File: src/rtl/panel_tx_pkg.sv
// Shared state encoding, default parameters and a counter-width helper
// for the panel serial transmitter.
package panel_tx_pkg;

  typedef enum logic [2:0] {
    ST_IDLE  = 3'd0,
    ST_LOAD  = 3'd1,
    ST_SHIFT = 3'd2,
    ST_STALL = 3'd3,
    ST_LATCH = 3'd4,
    ST_GAP   = 3'd5
  } state_e;

  localparam int DEF_DATA_W    = 16;
  localparam int DEF_CHAIN_LEN = 8;
  localparam int DEF_CLK_DIV   = 4;

  // Counter width for a 0..v-1 range, never narrower than one bit.
  function automatic int cnt_w(input int v);
    return (v > 1) ? $clog2(v) : 1;
  endfunction

endpackage

File: src/rtl/panel_tx_tick.sv
// Half-period strobe: tick is high on every CLK_DIV-th cycle; clear
// restarts the count so the next tick lands CLK_DIV cycles later.
module panel_tx_tick
  import panel_tx_pkg::*;
#(
  parameter int CLK_DIV = DEF_CLK_DIV
) (
  input  logic clk,
  input  logic rst,
  input  logic clear,
  output logic tick
);

  localparam int DW = cnt_w(CLK_DIV);
  localparam logic [DW-1:0] DIV_LAST = DW'(CLK_DIV - 1);

  logic [DW-1:0] div_q, div_d;

  assign tick = (div_q == DIV_LAST);

  always_comb begin
    div_d = div_q + DW'(1);
    if (clear || tick) div_d = '0;
  end

  always_ff @(posedge clk) begin
    if (rst) div_q <= '0;
    else     div_q <= div_d;
  end

endmodule

File: src/rtl/panel_serial_tx.sv
// Stream-to-serial driver for a daisy-chained LED shift-register chain.
// Define PANEL_TX_BLANK_EN to blank oe_n across each latch and gap.
module panel_serial_tx
  import panel_tx_pkg::*;
#(
  parameter int DATA_W    = DEF_DATA_W,
  parameter int CHAIN_LEN = DEF_CHAIN_LEN,
  parameter int CLK_DIV   = DEF_CLK_DIV
) (
  input  logic              clk,
  input  logic              rst,
  input  logic [DATA_W-1:0] s_data,
  input  logic              s_valid,
  output logic              s_ready,
  output logic              sdo,
  output logic              sclk,
  output logic              slat,
  output logic              oe_n,
  output logic              busy,
  output logic              stall,
  output logic              frame_done
);

  localparam int BW = $clog2(DATA_W);
  localparam int WW = cnt_w(CHAIN_LEN);
  localparam logic [BW-1:0] BIT_LAST  = BW'(DATA_W - 1);
  localparam logic [WW-1:0] WORD_LAST = WW'(CHAIN_LEN - 1);

  state_e            state_q, state_d;
  logic [DATA_W-1:0] hold_q, hold_d;
  logic [DATA_W-1:0] shreg_q, shreg_d;
  logic              hold_full_q, hold_full_d;
  logic [BW-1:0]     bit_q, bit_d;
  logic [WW-1:0]     word_q, word_d;
  logic              phase_q, phase_d;
  logic              tick, tick_clear, accept, load;

  panel_tx_tick #(.CLK_DIV(CLK_DIV)) u_tick (
    .clk   (clk),
    .rst   (rst),
    .clear (tick_clear),
    .tick  (tick)
  );

  assign s_ready = !hold_full_q && !rst;
  assign accept  = s_valid && s_ready;

  always_comb begin
    state_d    = state_q;
    shreg_d    = shreg_q;
    bit_d      = bit_q;
    word_d     = word_q;
    phase_d    = phase_q;
    load       = 1'b0;
    tick_clear = 1'b0;
    frame_done = 1'b0;
    case (state_q)
      ST_IDLE, ST_STALL: begin
        if (hold_full_q) begin
          load    = 1'b1;
          state_d = ST_LOAD;
        end
      end
      ST_LOAD: begin
        tick_clear = 1'b1;
        phase_d    = 1'b0;
        bit_d      = BIT_LAST;
        state_d    = ST_SHIFT;
      end
      ST_SHIFT: begin
        // phase_q low = sclk low half, high = sclk high half of a bit
        if (tick) begin
          phase_d = !phase_q;
          if (phase_q) begin
            if (bit_q != '0) begin
              bit_d   = bit_q - BW'(1);
              shreg_d = {shreg_q[DATA_W-2:0], 1'b0};
            end else if (word_q == WORD_LAST) begin
              word_d     = '0;
              tick_clear = 1'b1;
              state_d    = ST_LATCH;
            end else begin
              word_d = word_q + WW'(1);
              if (hold_full_q) begin
                load  = 1'b1;
                bit_d = BIT_LAST;
              end else begin
                state_d = ST_STALL;
              end
            end
          end
        end
      end
      ST_LATCH: begin
        if (tick) begin
          phase_d = !phase_q;
          if (phase_q) state_d = ST_GAP;
        end
      end
      ST_GAP: begin
        if (tick) begin
          frame_done = 1'b1;
          state_d    = ST_IDLE;
        end
      end
      default: state_d = ST_IDLE;
    endcase
    if (load) shreg_d = hold_q;
    hold_full_d = (hold_full_q && !load) || accept;
    hold_d      = accept ? s_data : hold_q;
  end

  always_ff @(posedge clk) begin
    if (rst) begin
      state_q     <= ST_IDLE;
      hold_q      <= '0;
      shreg_q     <= '0;
      hold_full_q <= 1'b0;
      bit_q       <= '0;
      word_q      <= '0;
      phase_q     <= 1'b0;
    end else begin
      state_q     <= state_d;
      hold_q      <= hold_d;
      shreg_q     <= shreg_d;
      hold_full_q <= hold_full_d;
      bit_q       <= bit_d;
      word_q      <= word_d;
      phase_q     <= phase_d;
    end
  end

  assign sclk  = (state_q == ST_SHIFT) && phase_q;
  assign slat  = (state_q == ST_LATCH);
  assign sdo   = ((state_q == ST_LOAD) || (state_q == ST_SHIFT) || (state_q == ST_STALL))
                 ? shreg_q[DATA_W-1] : 1'b0;
  assign busy  = (state_q != ST_IDLE) || hold_full_q;
  assign stall = (state_q == ST_STALL);

`ifdef PANEL_TX_BLANK_EN
  // Outputs stay dark until the chain has been latched once after reset.
  logic latched_q, latched_d;

  always_comb begin
    latched_d = latched_q || frame_done;
  end

  always_ff @(posedge clk) begin
    if (rst) latched_q <= 1'b0;
    else     latched_q <= latched_d;
  end

  assign oe_n = !latched_q || (state_q == ST_LATCH) || (state_q == ST_GAP);
`else
  assign oe_n = 1'b0;
`endif

endmodule

File: config.mk
export PLATFORM = sky130hd
export DESIGN_NAME = panel_serial_tx
export DESIGN_NICKNAME = d
export VERILOG_FILES = /design/src/rtl/panel_tx_pkg.sv /design/src/rtl/panel_tx_tick.sv /design/src/rtl/panel_serial_tx.sv
export SDC_FILE = /design/constraint.sdc
export NUM_CORES = 1
export LEC_CHECK = 0
export ABC_AREA = 1
export BUFFER_PORTS_ARGS = -buffer_cell sky130_fd_sc_hd__buf_2
export CAP_MARGIN = 30
export CORE_MARGIN = 8
export CORE_UTILIZATION = 38
export CTS_CLUSTER_SIZE = 20
export DETAILED_ROUTE_END_ITERATION = 8
export GPL_TIMING_DRIVEN = 0
export PLACE_DENSITY = 0.63
export SLEW_MARGIN = 20
export SYNTH_ARGS = -nofsm -noshare
export SYNTH_HDL_FRONTEND = slang
export SYNTH_SLANG_ARGS = --single-unit
export TNS_END_PERCENT = 50
File: constraint.sdc
create_clock -name clk -period 2.6 [get_ports clk]
set_clock_uncertainty 0.15 [all_clocks]
set_input_delay 0.39 -clock clk [delete_from_list [all_inputs] [get_ports clk]]
set_output_delay 0.39 -clock clk [all_outputs]
set_load 0.03 [all_outputs]
==> results.md <==
- Crit path DAT: 1.41 ns
- All-Layer GR Usage: 12.3%
- Leading area contributor after synthesis: dfxtp_1
- Post-synth EDFFs: 0
- PwrDens: 946 nW/um^2
- Share of layout cells above drive strength 1: 16.6%
- Logic pwr share: 43.7%
- Drt first-iter violations: 91
- Main synth FF type: dfxtp_1
- GR Util met1: 15.0%
- Pint: 1.41 mW
- Stages on worst setup path: 3
- CP bufs+invs: 2
- Type of origin of the critical path: flip-flop
- Final worst path period need: 1.95 ns
- Worst-Skew Late Latency: 0.30 ns
- Sequential Area: 921 um^2
- Grt peak-use layer: met2
- P_sw: 1.06 mW
- Min-Delay Startpoint: s_data[0]
- Ant diodes: 0
- Outcome: finished clean
- Synth top area share: 40.0%
- Post CTS Setup Buffer Count: 0
- R2R setup slack: 0.66 ns
- Largest net degree at the start of global routing: 16
- Nets: 385
- Top cells by count, synth: nand2_1 (62), dfxtp_1 (46), a21oi_1 (36)
- CP delay by family, top: flip-flops
- Final Cycle Share: 75.1%
- Avg Cell Area, Syn: 6.99 um^2
- Die height: 93.8 um
- Hold buffers post-CTS: 0
- Initial antenna violation count: 0
- Drc violations: 0
- Gpl congestion: 0.840
- Clock tree buffer depth: 2
- Clock Sinks: 46
- Syn nets: 353
- Global-route wire length before repair: 9010 um
- Detailed-route via count: 2185
- Slew @ Worst Pin: 0.506 ns
- Synthesized instance count: 329
- Crit path kind: reg -> out
- Final TNS setup: 0 ns
- Post-synthesis cell area: 2300 um^2
- Most frequent cell after synthesis: nand2_1
- Vias in the first global route: 2115
- Final core occ: 44.3%
- Synth-to-Final Area Change: 13.4%
- CTS tree: done
- Seq/Total Area, Yosys: 40.0%
- Clock power frac: 17.8%
- Fmax: 0.512 GHz
- Crit path cell chain: inv_2 -> nor4_1 -> buf_2
- Core box area: 5890 um^2
- Critical R2R Capture: shreg_q[8]
- Switching Share: 42.9%
- CTS resizes: 0
- Worst-path clk slew: 0.09 ns
- Yosys warns: 0
- Count of final hold-check violations: 0
- FP Rows: 28
- PortBufs: 25
- Total Wirelength: 5280 um
- Worst setup EP type: output pin
- Max Cap Viol: 0
- Peak VDD IR: 0.467 mV
- Vias/cell: 5.00
- DRT antenna net count: 0
- Leak Pwr: 1.14 nW
- HPWL after detailed placement: 3970 um
- Root buffer cell: clkbuf_8
- H-tree depth: 2
- Die ar.: 8800 um^2
- RSZ-0062 raised after global routing: no
- Cts bufs inserted: 5
- Ranking of synthesized cells by area: dfxtp_1 (40%), nand2_1 (10%), nand4_1 (8.7%)
- Worst hold path type: in -> reg
- Die width: 93.8 um
- Multi-input logic area: 1150 um^2
- Reg power frac: 38.5%
- Hold Crit Depth: 3
- First drt pass iteration count: 4
- Final slew viol count: 0
- Netlist cell types: 26
- Fillers: 680
- #FFs+latches synth: 46
- Worst r2r src: word_q[0]
- Met3 Use GR: 3.04%
- Worst Path Required: 2.06 ns
- Initial Utilization: 39.1%
- Hold Crit Endpoint: hold_q[0]
- Max incr delay on CP: 0.48 ns
- GR Overflow Total: 0
- Post-synth ARST share: 0%
- Worst-path fanout max: 6
- R2R cell count: 11
- Final-report setup violation count: 0
- Relative slew slack: 66.2%
- Met2 Usage GRT: 20.5%
- Ports: 27
- CP max-delay cell: dfxtp_1
- Average wire per standard cell: 12.1 um
-- logic make-up (layout without fill, tap and decap cells) --
logic type | after synthesis | in the layout | synth area share [%]
compound gates | 60 | 60 | 13.7
buf+inv | 55 | 88 | 9.96
xor+xnor | 1 | 1 | 0.381
simple gates | 161 | 161 | 33.1
fa+ha+maj | 5 | 5 | 2.72
flops | 46 | 46 | 40.0
other cells | 1 | 1 | 0.163
-- metal layers --
| metal | share of wire [%] | routed length [um] | vias to the layer above |
|---|---|---|---|
| li1 | - | - | 1169 |
| met1 | 50 | 2620 | 964 |
| met2 | 45 | 2350 | 47 |
| met3 | 4.8 | 252 | 5 |
| met4 | 1.1 | 59 | 0 |
| met5 | 0 | 0 | - |
-- flip-flops by register name, indices dropped and copies added, names as in the netlist --
register / cells
shreg_q: 16
word_q: 3
phase_q: 1
hold_full_q: 1
hold_q: 16
state_q: 3
bit_q: 4
u_tick.div_q: 2
-- power by group through the flow --
stage	sequential, mW	combinational (mW)	clock, mW
after floorplan	0.939	0.862	0
after global placement	0.962	1.07	0
after detailed placement	0.965	1.08	0
after CTS	0.949	1.09	0.454
after global routing	0.970	1.23	0.471
final	0.951	1.08	0.439
-- layout make-up --
| cell class | count | share of cell area [%] |
|---|---|---|
| Inverter | 34 | 4.89 |
| Tap cell | 75 | 3.60 |
| Sequential cell | 46 | 35.3 |
| Timing Repair Buffer | 25 | 4.80 |
| Clock buffer | 5 | 2.64 |
| Buffer | 21 | 3.88 |
| Multi-Input combinational cell | 228 | 44.1 |
| Clock inverter | 3 | 0.815 |
-- worst min-delay path, cell delays in order --
cell     delay [ns]
buf_2          0.08
nand3_1        0.06
nand2_1        0.06
-- worst max-delay path by stage --
stage | end | start | slack, ns
2_1_floorplan | frame_done | state_q[2] | 0.55
3_3_place_gp | shreg_q[8] | word_q[0] | 0.69
6_report | frame_done | state_q[2] | 0.65
3_5_place_dp | shreg_q[8] | word_q[0] | 0.67
4_1_cts | frame_done | state_q[2] | 0.63
5_1_grt | bit_q[0] | word_q[0] | 0.50
-- per-stage QoR --
step / setup WS, ns / instances / hold slack (ns) / area, um^2 / power (mW)
after global routing: 0.500 / 437 / 0.165 / 2610 / 2.67
final: 0.648 / 437 / 0.166 / 2610 / 2.47
after CTS: 0.626 / 437 / 0.164 / 2610 / 2.49
after detailed placement: 0.675 / 429 / 0.271 / 2520 / 2.05
after global placement: 0.691 / 429 / 0.262 / 2520 / 2.03
after floorplan: 0.555 / 329 / 0.248 / 2300 / 1.80
-- cell usage in the layout, fill, tap and decap left out, drive strengths merged, types with 2 or more instances in the layout --
master  count
nand4      32
buf        39
dfxtp      46
nand2      64
ha          5
inv        34
nor2       30
nand3      30
clkbuf     12
nor3        3
a21oi      37
clkinv      2
o21ai      20
No activity file was read; power rests on OpenSTA's default activity.
